### config.mk
export PLATFORM = sky130hd
export DESIGN_NAME = vga_2bit
export DESIGN_NICKNAME = d
export VERILOG_FILES = /design/src/rtl/vga_2bit.sv
export SDC_FILE = /design/constraint.sdc
export NUM_CORES = 1
export LEC_CHECK = 0
export BUFFER_PORTS_ARGS = -buffer_cell sky130_fd_sc_hd__buf_2
export CAP_MARGIN = 20
export CORE_MARGIN = 2
export CORE_UTILIZATION = 55
export CTS_BUF_LIST = sky130_fd_sc_hd__clkbuf_4
export DETAILED_ROUTE_END_ITERATION = 6
export HOLD_SLACK_MARGIN = 0.1
export PLACE_DENSITY = 0.86
export SYNTH_ARGS = -nofsm -noshare
export SYNTH_HDL_FRONTEND = slang
export SYNTH_SLANG_ARGS = --single-unit
### constraint.sdc
create_clock -name clock -period 2.66 [get_ports clock]
set_clock_uncertainty 0.15 [all_clocks]
set_input_delay 0.399 -clock clock [delete_from_list [all_inputs] [get_ports clock]]
set_output_delay 0.399 -clock clock [all_outputs]
set_load 0.1 [all_outputs]
### src/rtl/vga_2bit.sv
// vga_2bit: 640x480@60 Hz VGA timing generator with colour-bar / gradient-XOR test patterns, 2 bits per channel.
// Optional macro VGA_BORDER_EN: white 1-pixel border around the visible area (default build: no border).
module vga_2bit #(
  parameter int H_ACTIVE = 640,
  parameter int H_FP     = 16,
  parameter int H_SYNC   = 96,
  parameter int H_BP     = 48,
  parameter int V_ACTIVE = 480,
  parameter int V_FP     = 10,
  parameter int V_SYNC   = 2,
  parameter int V_BP     = 33
) (
  input  logic       clock,
  input  logic       reset_n,
  input  logic       SEL,
  output logic       Hs,
  output logic       Vs,
  output logic       Blank,
  output logic [1:0] R,
  output logic [1:0] G,
  output logic [1:0] B
);

  localparam logic [10:0] H_LAST   = 11'(H_ACTIVE + H_FP + H_SYNC + H_BP - 1);
  localparam logic [10:0] V_LAST   = 11'(V_ACTIVE + V_FP + V_SYNC + V_BP - 1);
  localparam logic [10:0] H_VIS    = 11'(H_ACTIVE);
  localparam logic [10:0] V_VIS    = 11'(V_ACTIVE);
  localparam logic [10:0] HS_START = 11'(H_ACTIVE + H_FP);
  localparam logic [10:0] HS_END   = 11'(H_ACTIVE + H_FP + H_SYNC);
  localparam logic [10:0] VS_START = 11'(V_ACTIVE + V_FP);
  localparam logic [10:0] VS_END   = 11'(V_ACTIVE + V_FP + V_SYNC);
  localparam logic [10:0] BAR_W    = 11'(H_ACTIVE / 8);

  // Bar index from threshold comparisons so no divider is needed.
  function automatic logic [2:0] bar_index(input logic [10:0] x);
    logic [2:0] k;
    k = 3'd0;
    for (int i = 1; i < 8; i++) begin
      if (x >= 11'(BAR_W * i)) k = 3'(i);
    end
    return k;
  endfunction

  logic [10:0] hcnt_q, hcnt_d;
  logic [10:0] vcnt_q, vcnt_d;
  logic        sel_q, sel_d;
  logic        hs_q, hs_d;
  logic        vs_q, vs_d;
  logic        blank_q, blank_d;
  logic [5:0]  rgb_q, rgb_d;
  logic [2:0]  bar_k_s;
  logic [1:0]  grad_r_s, grad_g_s;
  logic        on_border_s;

  // Raster counters; the pattern select is only sampled at frame start so a switch never tears.
  always_comb begin
    hcnt_d = hcnt_q;
    vcnt_d = vcnt_q;
    if (hcnt_q == H_LAST) begin
      hcnt_d = 11'd0;
      if (vcnt_q == V_LAST) vcnt_d = 11'd0;
      else                  vcnt_d = vcnt_q + 11'd1;
    end else begin
      hcnt_d = hcnt_q + 11'd1;
    end
    if ((hcnt_q == 11'd0) && (vcnt_q == 11'd0)) sel_d = SEL;
    else                                        sel_d = sel_q;
  end

  // Sync, blanking and pixel colour for the current counter position.
  always_comb begin
    bar_k_s  = bar_index(hcnt_q);
    grad_r_s = hcnt_q[7:6];
    grad_g_s = vcnt_q[7:6];
`ifdef VGA_BORDER_EN
    on_border_s = (hcnt_q == 11'd0) || (hcnt_q == H_VIS - 11'd1) ||
                  (vcnt_q == 11'd0) || (vcnt_q == V_VIS - 11'd1);
`else
    on_border_s = 1'b0;
`endif
    hs_d    = !((hcnt_q >= HS_START) && (hcnt_q < HS_END));
    vs_d    = !((vcnt_q >= VS_START) && (vcnt_q < VS_END));
    blank_d = (hcnt_q >= H_VIS) || (vcnt_q >= V_VIS);
    if (blank_d) begin
      rgb_d = 6'b000000;
    end else if (on_border_s) begin
      rgb_d = 6'b111111;
    end else if (!sel_d) begin
      rgb_d = {bar_k_s[2], bar_k_s[2], bar_k_s[1], bar_k_s[1], bar_k_s[0], bar_k_s[0]};
    end else begin
      rgb_d = {grad_r_s, grad_g_s, grad_r_s ^ grad_g_s};
    end
  end

  // State and registered outputs with synchronous active-low reset.
  always_ff @(posedge clock) begin
    if (!reset_n) begin
      hcnt_q  <= 11'd0;
      vcnt_q  <= 11'd0;
      sel_q   <= 1'b0;
      hs_q    <= 1'b1;
      vs_q    <= 1'b1;
      blank_q <= 1'b1;
      rgb_q   <= 6'b000000;
    end else begin
      hcnt_q  <= hcnt_d;
      vcnt_q  <= vcnt_d;
      sel_q   <= sel_d;
      hs_q    <= hs_d;
      vs_q    <= vs_d;
      blank_q <= blank_d;
      rgb_q   <= rgb_d;
    end
  end

  assign Hs    = hs_q;
  assign Vs    = vs_q;
  assign Blank = blank_q;
  assign R     = rgb_q[5:4];
  assign G     = rgb_q[3:2];
  assign B     = rgb_q[1:0];

endmodule

# [After elaboration in Yosys (flattened, before gate mapping)]
# Index checks and enable logic that the tools add are counted.
[totals] regBits=32 ramBits=0 memories=0 input_bits=3 latchBits=0 rom_bits=0 output_inout_bits=9 wordCells=46
[classes] n_div=0 n_lt_le_gt_ge=13 n_reduce_logical=10 shifts=0 multipliers=0 n_addsub=2 eq_ne=2 muxes=10 bitwise=2
[ops] op="$ge A11 B9 Y1 const B" n=5
[ops] op="$ge A11 B10 Y1 const B" n=3
[ops] op="$add A11 B1 Y11 const B" n=2
[ops] op="$eq A11 B10 Y1 const B" n=2
[ops] op="$ge A11 B8 Y1 const B" n=2
[ops] op="$logic_not A11 Y1" n=2
[ops] op="$mux W3" n=6
[ops] op="$ge A11 B7 Y1 const B" n=1
[ops] op="$lt A11 B10 Y1 const B" n=1
[ops] op="$lt A11 B9 Y1 const B" n=1
[ops] op="$mux W11" n=1
[ops] op="$mux W6" n=1
[ops] op="$reduce_or A2 Y1" n=2
[ops] op="$logic_and A1 B1 Y1" n=3
[ops] op="$logic_not A1 Y1" n=2
[ops] op="$mux W1" n=2
[ops] op="$xor A2 B2 Y2" n=1
[ops] op="$logic_or A1 B1 Y1" n=1
[ops] op="$not A1 Y1" n=1

# [Logic depth before layout (Yosys ltp)]
# Gate-level depths: netlist of run 1.
[depth] depth_word=9 depth_mapped=8 mapped_depth_nobuf=7

# [Worst setup path before layout of run 1]
# Ideal clock, no wire load.
[synth_path] kind="reg2reg" startpoint="register hcnt_q[0]" endpoint="register rgb_q[5]" setup_time_ns=0.116 setup_slack_ns=-0.067 arrival_ns=2.461 required_time_ns=2.394 path_buffers=1 synth_period_minus_slack_ns=2.727 path_stages_with_launch=9 cell_sequence="dfxtp_1 inv_1 ha_1 or4b_1 or4b_4 or4_4 and2_4 buf_6 o211a_1"
[synth_via] elab_chain_len=7 elab_cells_between_ends=17 classes_between="order compare (6); mux (7); reduce/logical (4)"
[synth_lines] element="from (decl)" line="44" text="logic [10:0] hcnt_q, hcnt_d;"
[synth_lines] element="from (signal assigned)" line="106" text="hcnt_q <= hcnt_d;"
[synth_lines] element="$ge A11 B8 Y1" line="39" text="if (x >= 11'(BAR_W * i)) k = 3'(i);"
[synth_lines] element="$mux W3 (5 in series)" line="39"
[synth_lines] element="$mux W6" line="88" text="end else if (!sel_d) begin"
[synth_lines] element="to (signal assigned)" line="112" text="rgb_q <= rgb_d;"
[synth_lines] element="to (decl)" line="50" text="logic [5:0] rgb_q, rgb_d;"
# Parallel ways exist; a longest one is shown, timed or not.
# A chain may end at the register's enable or synchronous reset.

# [Final worst setup path of run 1]
# Ends and elaborated chain as after synthesis.

==> flow_metrics.py, run 1 <==
metrics = {
    "cells_and_area": {
        "num-fill-cells": 207,
        "nNetsFinal": 215,
        "syn_to_final_growth_pct": 11.81,
        "stdcell_area_mm2": 0.001824,
        "multi_input_area_um2": 929.6,
        "diodes": 0,
        "drive_above_1_share_pct": 19.23,
        "seq_area_um2": 643.1,
    },
    "worst_setup_path": {
        "slowest_stage": "or4b_4",
        "crit_type": "reg -> reg",
        "cp-end-kind": "flip-flop",
        "crit_arrival_ns": 2.87,
        "worstPathCellList": "inv_2 > ha_1 > or4b_4 > or4b_4 > buf_4 > buf_4 > mux2i_1 > a221oi_1 > o211a_1",
        "critPathMaxFanout": 2,
        "cp-start-kind": "flip-flop",
        "slowest_delay_ns": 0.49,
        "cp.required_ns": 2.80,
    },
    "logic_synthesis": {
        "synth_edf_count": 0,
        "synth_warnings": 0,
        "synth_ff_type": "dfxtp_1",
        "synth_nets": 198,
        "post_synth_instance_area_mm2": 0.001632,
        "async_reset_ff_share_pct": 0,
        "ys_seq_elements": 32,
        "synth_cell_types": 45,
        "avgSynthCellArea_um2": 8.587,
        "syn_inst": 190,
        "synth_seq_area_share_pct": 39.26,
    },
    "die": {
        "core_mm2": 0.002781,
        "rows": 19,
        "dieArea_mm2": 0.003418,
        "dieHeight_um": 58.47,
        "ioPinCount": 12,
        "die_w_um": 58.47,
        "start_util_pct": 58.66,
    },
    "routing": {
        "vias": 1450,
        "drt_iter0_drc": 62,
        "postRouteAntennaNets": 0,
        "dr.pass1.iters": 4,
        "wl_um": 3465,
        "wl_per_cell_um": 14.50,
        "drc_errors": 0,
        "vias_per_cell": 6.067,
    },
    "status": {
        "status": "finished, violations left",
        "failed_checks": "setup timing",
    },
    "clock_tree": {
        "cts_buffers": 5,
        "clockBufferDepth": 2,
        "clock_sinks": 32,
        "htree_levels": 2,
        "cts_tree": "built",
        "cts_root_buffer": "clkbuf_4",
        "hold_buffers": 0,
        "clk_pin_slew_ns": 0.09,
        "clk-insertion-delay-late_ns": 0.34,
    },
    "timing": {
        "slew_viol_final": 0,
        "hold_violations": 0,
        "rsz0062_at_grt": "true",
        "fin_crit_ns": 2.727,
        "relSlewSlack_pct": 47.80,
        "holdWs_ns": 0.2597,
        "worst_slew_pin_slew_ns": 0.7633,
        "period_share_pct": 102.5,
        "finalSetupViolCount": 2,
        "worst_slack_ns": -0.06662,
        "clock.fmax_mhz": 366.8,
    },
    "flow_run": {
        "max-cap-violations": 0,
    },
    "global_routing": {
        "grt_pass1_wl_um": 5451,
        "grt_pass1_vias": 1283,
        "grt-ovfl-total": 0,
        "grt_max_degree": 13,
        "track_usage_pct": 21.50,
        "antenna_found_initial": 0,
    },
    "placed_design": {
        "port_buffers": 11,
        "gp_congestion": 0.8510,
        "post-dp-hpwl_um": 2404,
        "placed_area_mm2": 0.001724,
    },
    "power": {
        "ir_drop_mv": 0.4044,
        "p_per_area_mw_per_mm2": 492.6,
        "p_leak_nw": 0.7917,
    },
    "hold_path": {
        "min_path_type": "in -> reg",
    },
}
-- through the flow --
stage               TNS (ns)  std cells  util [%]  total power, mW  setup WS (ns)
floorplan           -0.03373        190         -           0.5975       -0.03373
global placement           0        228     61.99           0.6085        0.03466
detailed placement  -0.08674        228     61.99           0.6133       -0.06909
CTS                        0        238     64.73           0.8918       0.001292
global route         -0.5241        239     65.59           0.9337        -0.1779
finish              -0.09859        239     65.59           0.8986       -0.06662
-- cell usage in the layout, fill, tap and decap left out, types with 6 or more instances in the layout --
master    count
nand2_1      15
xor2_1       14
nor2_1       22
buf_4        10
dfxtp_1      30
clkbuf_4      7
nor3_1        6
nand3_1      10
buf_2        11
and3_1        6
-- critical path, delay by kind of cell (launching register included) --
kind	cells	cell delay, ns
compound gates	2	0.68
fa+ha+maj	1	0.13
buf+inv	3	0.34
flops	1	0.33
mux	1	0.12
simple gates	2	0.93
-- per-layer routing --
layer | share of wire (%) | wire length [um] | track usage, % | up-vias
li1 | - | - | - | 698
met5 | 0 | 0 | 0 | -
met4 | 2.5 | 87 | 10.30 | 0
met3 | 7.2 | 249 | 9.670 | 9
met1 | 43 | 1473 | 25.10 | 683
met2 | 48 | 1654 | 33.55 | 60
-- worst paths after layout --
check | from | to | slack, ns | cells after the start
max | hcnt_q[0] | rgb_q[5] | -0.07 | 9
min | reset_n | vcnt_q[3] | 0.26 | 2
max reg2reg | hcnt_q[0] | rgb_q[5] | -0.07 | 9
min reg2reg | vcnt_q[0] | vcnt_q[0] | 0.38 | 2
-- cell usage after synthesis, drive strengths merged, types with 3 or more instances --
cell type  number  area share, %
o21a            3            1.4
and2            3            1.3
nor3            6            1.8
ha              5            3.8
a21oi           5            1.5
xnor2           4            2.1
o21ai           5            1.5
nand2          15            3.5
clkbuf          9            2.1
nor4            3            1.2
inv             7            1.6
xor2           14            7.5
nand3          10            3.1
and3            6            2.3
dfxtp          32             39
or4             4            2.1
nor2           22            5.1
nand4           5            1.9
-- layout make-up --
type,instances,share of cell area (%)
multi-input cells,140,50.96
flip-flops and latches,32,35.25
repair buffers,21,7.133
clock buffers,7,2.881
well taps,31,2.126
inverters,7,1.440
clock inverters,1,0.2058
-- registers in the layout, summed over array words and instances (netlist names) --
name and count:
hcnt_q 11, vcnt_q 11, rgb_q 6, Blank 1, Hs 1, Vs 1
sel_q 1
-- report_power, final --
| group | internal (mW) | switching [mW] | total [mW] |
|---|---|---|---|
| combinational | 0.0415 | 0.0804 | 0.122 |
| clock | 0.122 | 0.159 | 0.280 |
| sequential | 0.490 | 0.00608 | 0.497 |
| total | 0.654 | 0.245 | 0.899 |
-- timing repair --
| item | CTS | global route |
|---|---|---|
| setup endpoints to repair | 4 | 5 |
| buffers inserted | 2 | 1 |
| pin swaps | 1 | 0 |
| gates resized for setup | 1 | 3 |
-- cell families after synthesis --
family,Yosys count,synth area share [%]
simple gates,88,29.14
flops,32,39.26
compound gates,26,11.20
xor+xnor,18,9.663
buf+inv,18,5.061
fa+ha+maj,7,5.061
mux,1,0.6135
Power figures use the tool's default switching activity.
==> run 2: changes to the inputs <==
--- a/config.mk
+++ b/config.mk
@@ -11,8 +11,8 @@
 export CORE_UTILIZATION = 55
 export CTS_BUF_LIST = sky130_fd_sc_hd__clkbuf_4
 export DETAILED_ROUTE_END_ITERATION = 6
-export HOLD_SLACK_MARGIN = 0.1
 export PLACE_DENSITY = 0.86
+export RECOVER_POWER = 25
 export SYNTH_ARGS = -nofsm -noshare
 export SYNTH_HDL_FRONTEND = slang
 export SYNTH_SLANG_ARGS = --single-unit
==> flow_metrics.py, run 2 (synthesis gave the netlist of run 1 again) <==
metrics = {
    "timing": {
        "worst_slack_ns": -0.07493,
        "finalSetupViolCount": 2,
        "holdWs_ns": 0.2573,
        "worst_slew_pin_slew_ns": 1.161,
        "setup_tns_ns": -0.1153,
        "slew_viol_final": 0,
        "clock.fmax_mhz": 365.6,
        "rsz0062_at_grt": "true",
        "fin_crit_ns": 2.735,
        "period_share_pct": 102.8,
        "hold_violations": 0,
        "relSlewSlack_pct": 22.94,
    },
    "status": {
        "status": "finished, violations left",
        "failed_checks": "setup timing",
    },
    "worst_setup_path": {
        "crit_type": "reg -> reg",
        "cp.required_ns": 2.80,
        "cp-start-kind": "flip-flop",
        "crit_arrival_ns": 2.88,
        "critPathMaxFanout": 2,
        "cp-end-kind": "flip-flop",
    },
    "die": {
        "ioPinCount": 12,
        "die_w_um": 58.47,
        "dieArea_mm2": 0.003418,
        "rows": 19,
        "dieHeight_um": 58.47,
        "core_mm2": 0.002781,
        "start_util_pct": 58.66,
    },
    "routing": {
        "dr.pass1.iters": 5,
        "vias_per_cell": 6.054,
        "vias": 1447,
        "drt_iter0_drc": 62,
        "wl_um": 3452,
        "drc_errors": 0,
        "wl_per_cell_um": 14.44,
        "postRouteAntennaNets": 0,
    },
    "cells_and_area": {
        "layout_commonest_cell": "dfxtp_1",
        "reg_top3": "hcnt_q: 11 flops, vcnt_q: 11 flops, rgb_q: 6 flops",
        "diodes": 0,
        "nNetsFinal": 215,
        "num-fill-cells": 209,
        "syn_to_final_growth_pct": 11.35,
        "drive_above_1_share_pct": 17.31,
        "stdcell_area_mm2": 0.001817,
        "layout_common_cells": "dfxtp_1, nor2_1, nand2_1",
    },
    "clock_tree": {
        "clk-insertion-delay-late_ns": 0.34,
        "clockBufferDepth": 2,
        "cts_buffers": 5,
        "clk_pin_slew_ns": 0.09,
        "cts_root_buffer": "clkbuf_4",
        "htree_levels": 2,
        "clock_sinks": 32,
        "cts_tree": "built",
    },
    "global_routing": {
        "antenna_found_initial": 0,
        "track_usage_pct": 21.50,
        "grt_max_degree": 13,
        "grt_pass1_vias": 1283,
        "grt-ovfl-total": 0,
        "grt_pass1_wl_um": 5451,
    },
    "placed_design": {
        "placed_area_mm2": 0.001724,
        "port_buffers": 11,
        "gp_congestion": 0.8510,
        "post-dp-hpwl_um": 2404,
    },
    "power": {
        "ir_drop_mv": 0.4024,
        "p_per_area_mw_per_mm2": 493.7,
        "p_leak_nw": 0.7779,
    },
    "flow_run": {
        "max-cap-violations": 0,
    },
    "hold_path": {
        "min_path_type": "in -> reg",
    },
}
-- run 2: cell types whose count changed in the layout (fill, tap and decap cells not counted) --
cell      delta
buf_2        -3
buf_4        -1
clkbuf_1     +4
-- run 2: power breakdown --
| part | switching (mW) | internal (mW) |
|---|---|---|
| Combinational | 0.0805 | 0.0411 |
| Sequential | 0.00614 | 0.490 |
| Clock | 0.157 | 0.122 |
| Total | 0.244 | 0.653 |
-- run 2: what timing repair did --
action	in CTS	in global routing
resized for setup	1	3
setup buffers	2	1
pin swaps	1	0
hold buffers	0	0
setup endpoints to repair	4	5
-- run 2: layout make-up --
| cell class | instances | area [um^2] | share of cell area, % |
|---|---|---|---|
| clock inverter | 1 | 3.754 | 0.2066 |
| inverter | 7 | 26.28 | 1.446 |
| clock buffer | 7 | 52.55 | 2.893 |
| multi-input combinational | 140 | 929.6 | 51.17 |
| sequential | 32 | 643.1 | 35.40 |
| timing repair buffer | 21 | 122.6 | 6.749 |
| tap | 31 | 38.79 | 2.135 |
-- run 2: per-layer routing --
| layer | up-vias | global-route usage, % | routed length [um] |
|---|---|---|---|
| met5 | - | 0 | 0 |
| met3 | 9 | 9.670 | 236 |
| met2 | 57 | 33.55 | 1642 |
| li1 | 699 | - | - |
| met4 | 0 | 10.30 | 87 |
| met1 | 682 | 25.10 | 1485 |
-- run 2: path summary, 6_finish.rpt --
kind                   from        end  slack, ns  depth (start not counted)
setup / recovery  hcnt_q[0]   rgb_q[5]      -0.07                          9
setup reg to reg  hcnt_q[0]   rgb_q[5]      -0.07                          9
hold / removal      reset_n  vcnt_q[3]       0.26                          2
hold reg to reg   vcnt_q[0]  vcnt_q[0]       0.38                          2
-- run 2: critical path, cell delays in order, from the launching register on --
cell	delay [ns]
dfxtp_2	0.33
inv_2	0.05
ha_1	0.13
or4b_4	0.44
or4b_4	0.49
buf_4	0.16
buf_4	0.13
mux2i_1	0.12
a221oi_1	0.47
o211a_1	0.22
-- run 2: per-stage QoR --
step | worst slack, ns | instances | utilization [%] | power [mW]
floorplan | -0.03373 | 190 | - | 0.5975
global placement | 0.03466 | 228 | 61.99 | 0.6085
detailed placement | -0.06909 | 228 | 61.99 | 0.6133
CTS | 0.001292 | 238 | 64.73 | 0.8918
global route | -0.1779 | 239 | 65.32 | 0.9333
finish | -0.07493 | 239 | 65.32 | 0.8970
==> run 3: changes to the inputs <==
==> constraint.sdc (replaced) <==
create_clock -name clock -period 2.66 [get_ports clock]
set_clock_uncertainty 0.15 [all_clocks]
set_input_delay 0.399 -clock clock [delete_from_list [all_inputs] [get_ports clock]]
set_output_delay 0.399 -clock clock [all_outputs]
set_load 0.02 [all_outputs]
==> flow_metrics.py, run 3 (synthesis gave the netlist of run 1 again) <==
metrics = {
    "cells_and_area": {
        "multi_input_area_um2": 929.6,
        "utilization_pct": 65.36,
        "layout_commonest_cell": "dfxtp_1",
        "layout_common_cells": "dfxtp_1, nor2_1, nand2_1",
        "syn_to_final_growth_pct": 11.43,
        "drive_above_1_share_pct": 16.83,
        "seq_area_um2": 643.1,
        "reg_top3": "hcnt_q: 11 flops, vcnt_q: 11 flops, rgb_q: 6 flops",
        "num-fill-cells": 207,
        "diodes": 0,
        "layout.cells.non_filler": 239,
        "nNetsFinal": 215,
    },
    "worst_setup_path": {
        "r2r-end": "rgb_q[5]",
        "slowest_delay_ns": 0.49,
        "worstRegToRegCells": 9,
        "ff2ff_setup_slack_ns": -0.07,
        "critPathMaxFanout": 2,
        "worstPathCellList": "inv_2 > ha_1 > or4b_4 > or4b_4 > buf_4 > buf_4 > mux2i_1 > a221oi_1 > o211a_1",
        "cp-start-kind": "flip-flop",
        "r2r_start": "hcnt_q[0]",
        "cp_top_family": "simple AND/OR/NAND/NOR gates",
        "crit_type": "reg -> reg",
        "cp.required_ns": 2.80,
        "crit_arrival_ns": 2.88,
        "path_buf_inv": 3,
        "slowest_stage": "or4b_4",
        "cp-end-kind": "flip-flop",
    },
    "routing": {
        "postRouteAntennaNets": 0,
        "vias_per_cell": 6.054,
        "wl_um": 3455,
        "wl_per_cell_um": 14.46,
        "drc_errors": 0,
        "dr.pass1.iters": 5,
        "vias": 1447,
        "drt_iter0_drc": 62,
    },
    "die": {
        "start_util_pct": 58.66,
        "dieHeight_um": 58.47,
        "rows": 19,
        "core_mm2": 0.002781,
        "die_w_um": 58.47,
        "ioPinCount": 12,
        "dieArea_mm2": 0.003418,
    },
    "timing": {
        "holdWs_ns": 0.2573,
        "slew_viol_final": 0,
        "setup_tns_ns": -0.1150,
        "finalSetupViolCount": 2,
        "relSlewSlack_pct": 47.82,
        "hold_violations": 0,
        "fin_crit_ns": 2.735,
        "clock.fmax_mhz": 365.6,
        "worst_slack_ns": -0.07493,
        "rsz0062_at_grt": "true",
        "period_share_pct": 102.8,
        "worst_slew_pin_slew_ns": 0.7630,
    },
    "placed_design": {
        "gp_congestion": 0.8510,
        "dp_cells": 228,
        "port_buffers": 11,
        "post-dp-hpwl_um": 2404,
    },
    "clock_tree": {
        "clk_pin_slew_ns": 0.09,
        "clk-insertion-delay-late_ns": 0.34,
        "cts_tree": "built",
        "cts_buffers": 5,
        "clockBufferDepth": 2,
        "htree_levels": 2,
        "clock_sinks": 32,
        "cts_root_buffer": "clkbuf_4",
    },
    "hold_path": {
        "hp-start": "reset_n",
        "min_path_type": "in -> reg",
        "holdPathStages": 2,
        "min_to": "vcnt_q[3]",
    },
    "global_routing": {
        "grt_max_degree": 13,
        "antenna_found_initial": 0,
        "grt-ovfl-total": 0,
        "grt_pass1_wl_um": 5451,
        "grt_pass1_vias": 1283,
        "track_usage_pct": 21.50,
    },
    "power": {
        "p_leak_nw": 0.7740,
        "p_per_area_mw_per_mm2": 473.3,
        "ir_drop_mv": 0.3987,
    },
    "status": {
        "status": "finished, violations left",
        "failed_checks": "setup timing",
    },
    "flow_run": {
        "max-cap-violations": 0,
    },
}
## run 3: changes by cell type in the layout (fill, tap and decap cells not counted), sizes merged
cell,change
buf,-1
clkbuf,+1
## run 3: worst max-delay path by stage
stage	start	to	cells past startpoint
6_report	hcnt_q[0]	rgb_q[5]	9
5_1_grt	hcnt_q[0]	rgb_q[5]	9
4_1_cts	hcnt_q[0]	rgb_q[5]	7
3_5_place_dp	hcnt_q[1]	rgb_q[1]	7
3_3_place_gp	hcnt_q[1]	rgb_q[5]	7
2_1_floorplan	hcnt_q[0]	rgb_q[5]	8
## run 3: area by class of cell
| class | count | share of cell area, % |
|---|---|---|
| flip-flops and latches | 32 | 35.38 |
| repair buffers | 21 | 6.814 |
| clock buffers | 7 | 2.891 |
| multi-input cells | 140 | 51.14 |
| inverters | 7 | 1.445 |
| clock inverters | 1 | 0.2065 |
| well taps | 31 | 2.134 |
## run 3: routing by layer
metal | track usage [%] | share of wire [%] | vias up
li1 | - | - | 699
met1 | 25.10 | 43 | 682
met2 | 33.55 | 48 | 57
met3 | 9.670 | 6.9 | 9
met4 | 10.30 | 2.5 | 0
met5 | 0 | 0 | -
## run 3: repair_timing
action | 4_1_cts | 5_1_grt
setup endpoints to repair | 4 | 5
gates resized for setup | 1 | 3
buffers inserted | 2 | 1
cloned | 0 | 0
hold buffers | 0 | 0
pin swaps | 1 | 0
## run 3: where the power goes
| part | switching, mW | leakage [nW] | internal [mW] |
|---|---|---|---|
| combinational | 0.0444 | 0.480 | 0.0405 |
| clock | 0.157 | 0.0338 | 0.122 |
| sequential | 0.00622 | 0.260 | 0.490 |
## run 3: metrics by stage
stage                     worst slack [ns]  cell area (um^2)  total power, mW
final                             -0.07493              1818           0.8604
after global routing               -0.1779              1818           0.8967
after CTS                         0.001292              1800           0.8557
after detailed placement          -0.06909              1724           0.5773
after global placement             0.03466              1724           0.5724
after floorplan                   -0.03373              1634           0.5615
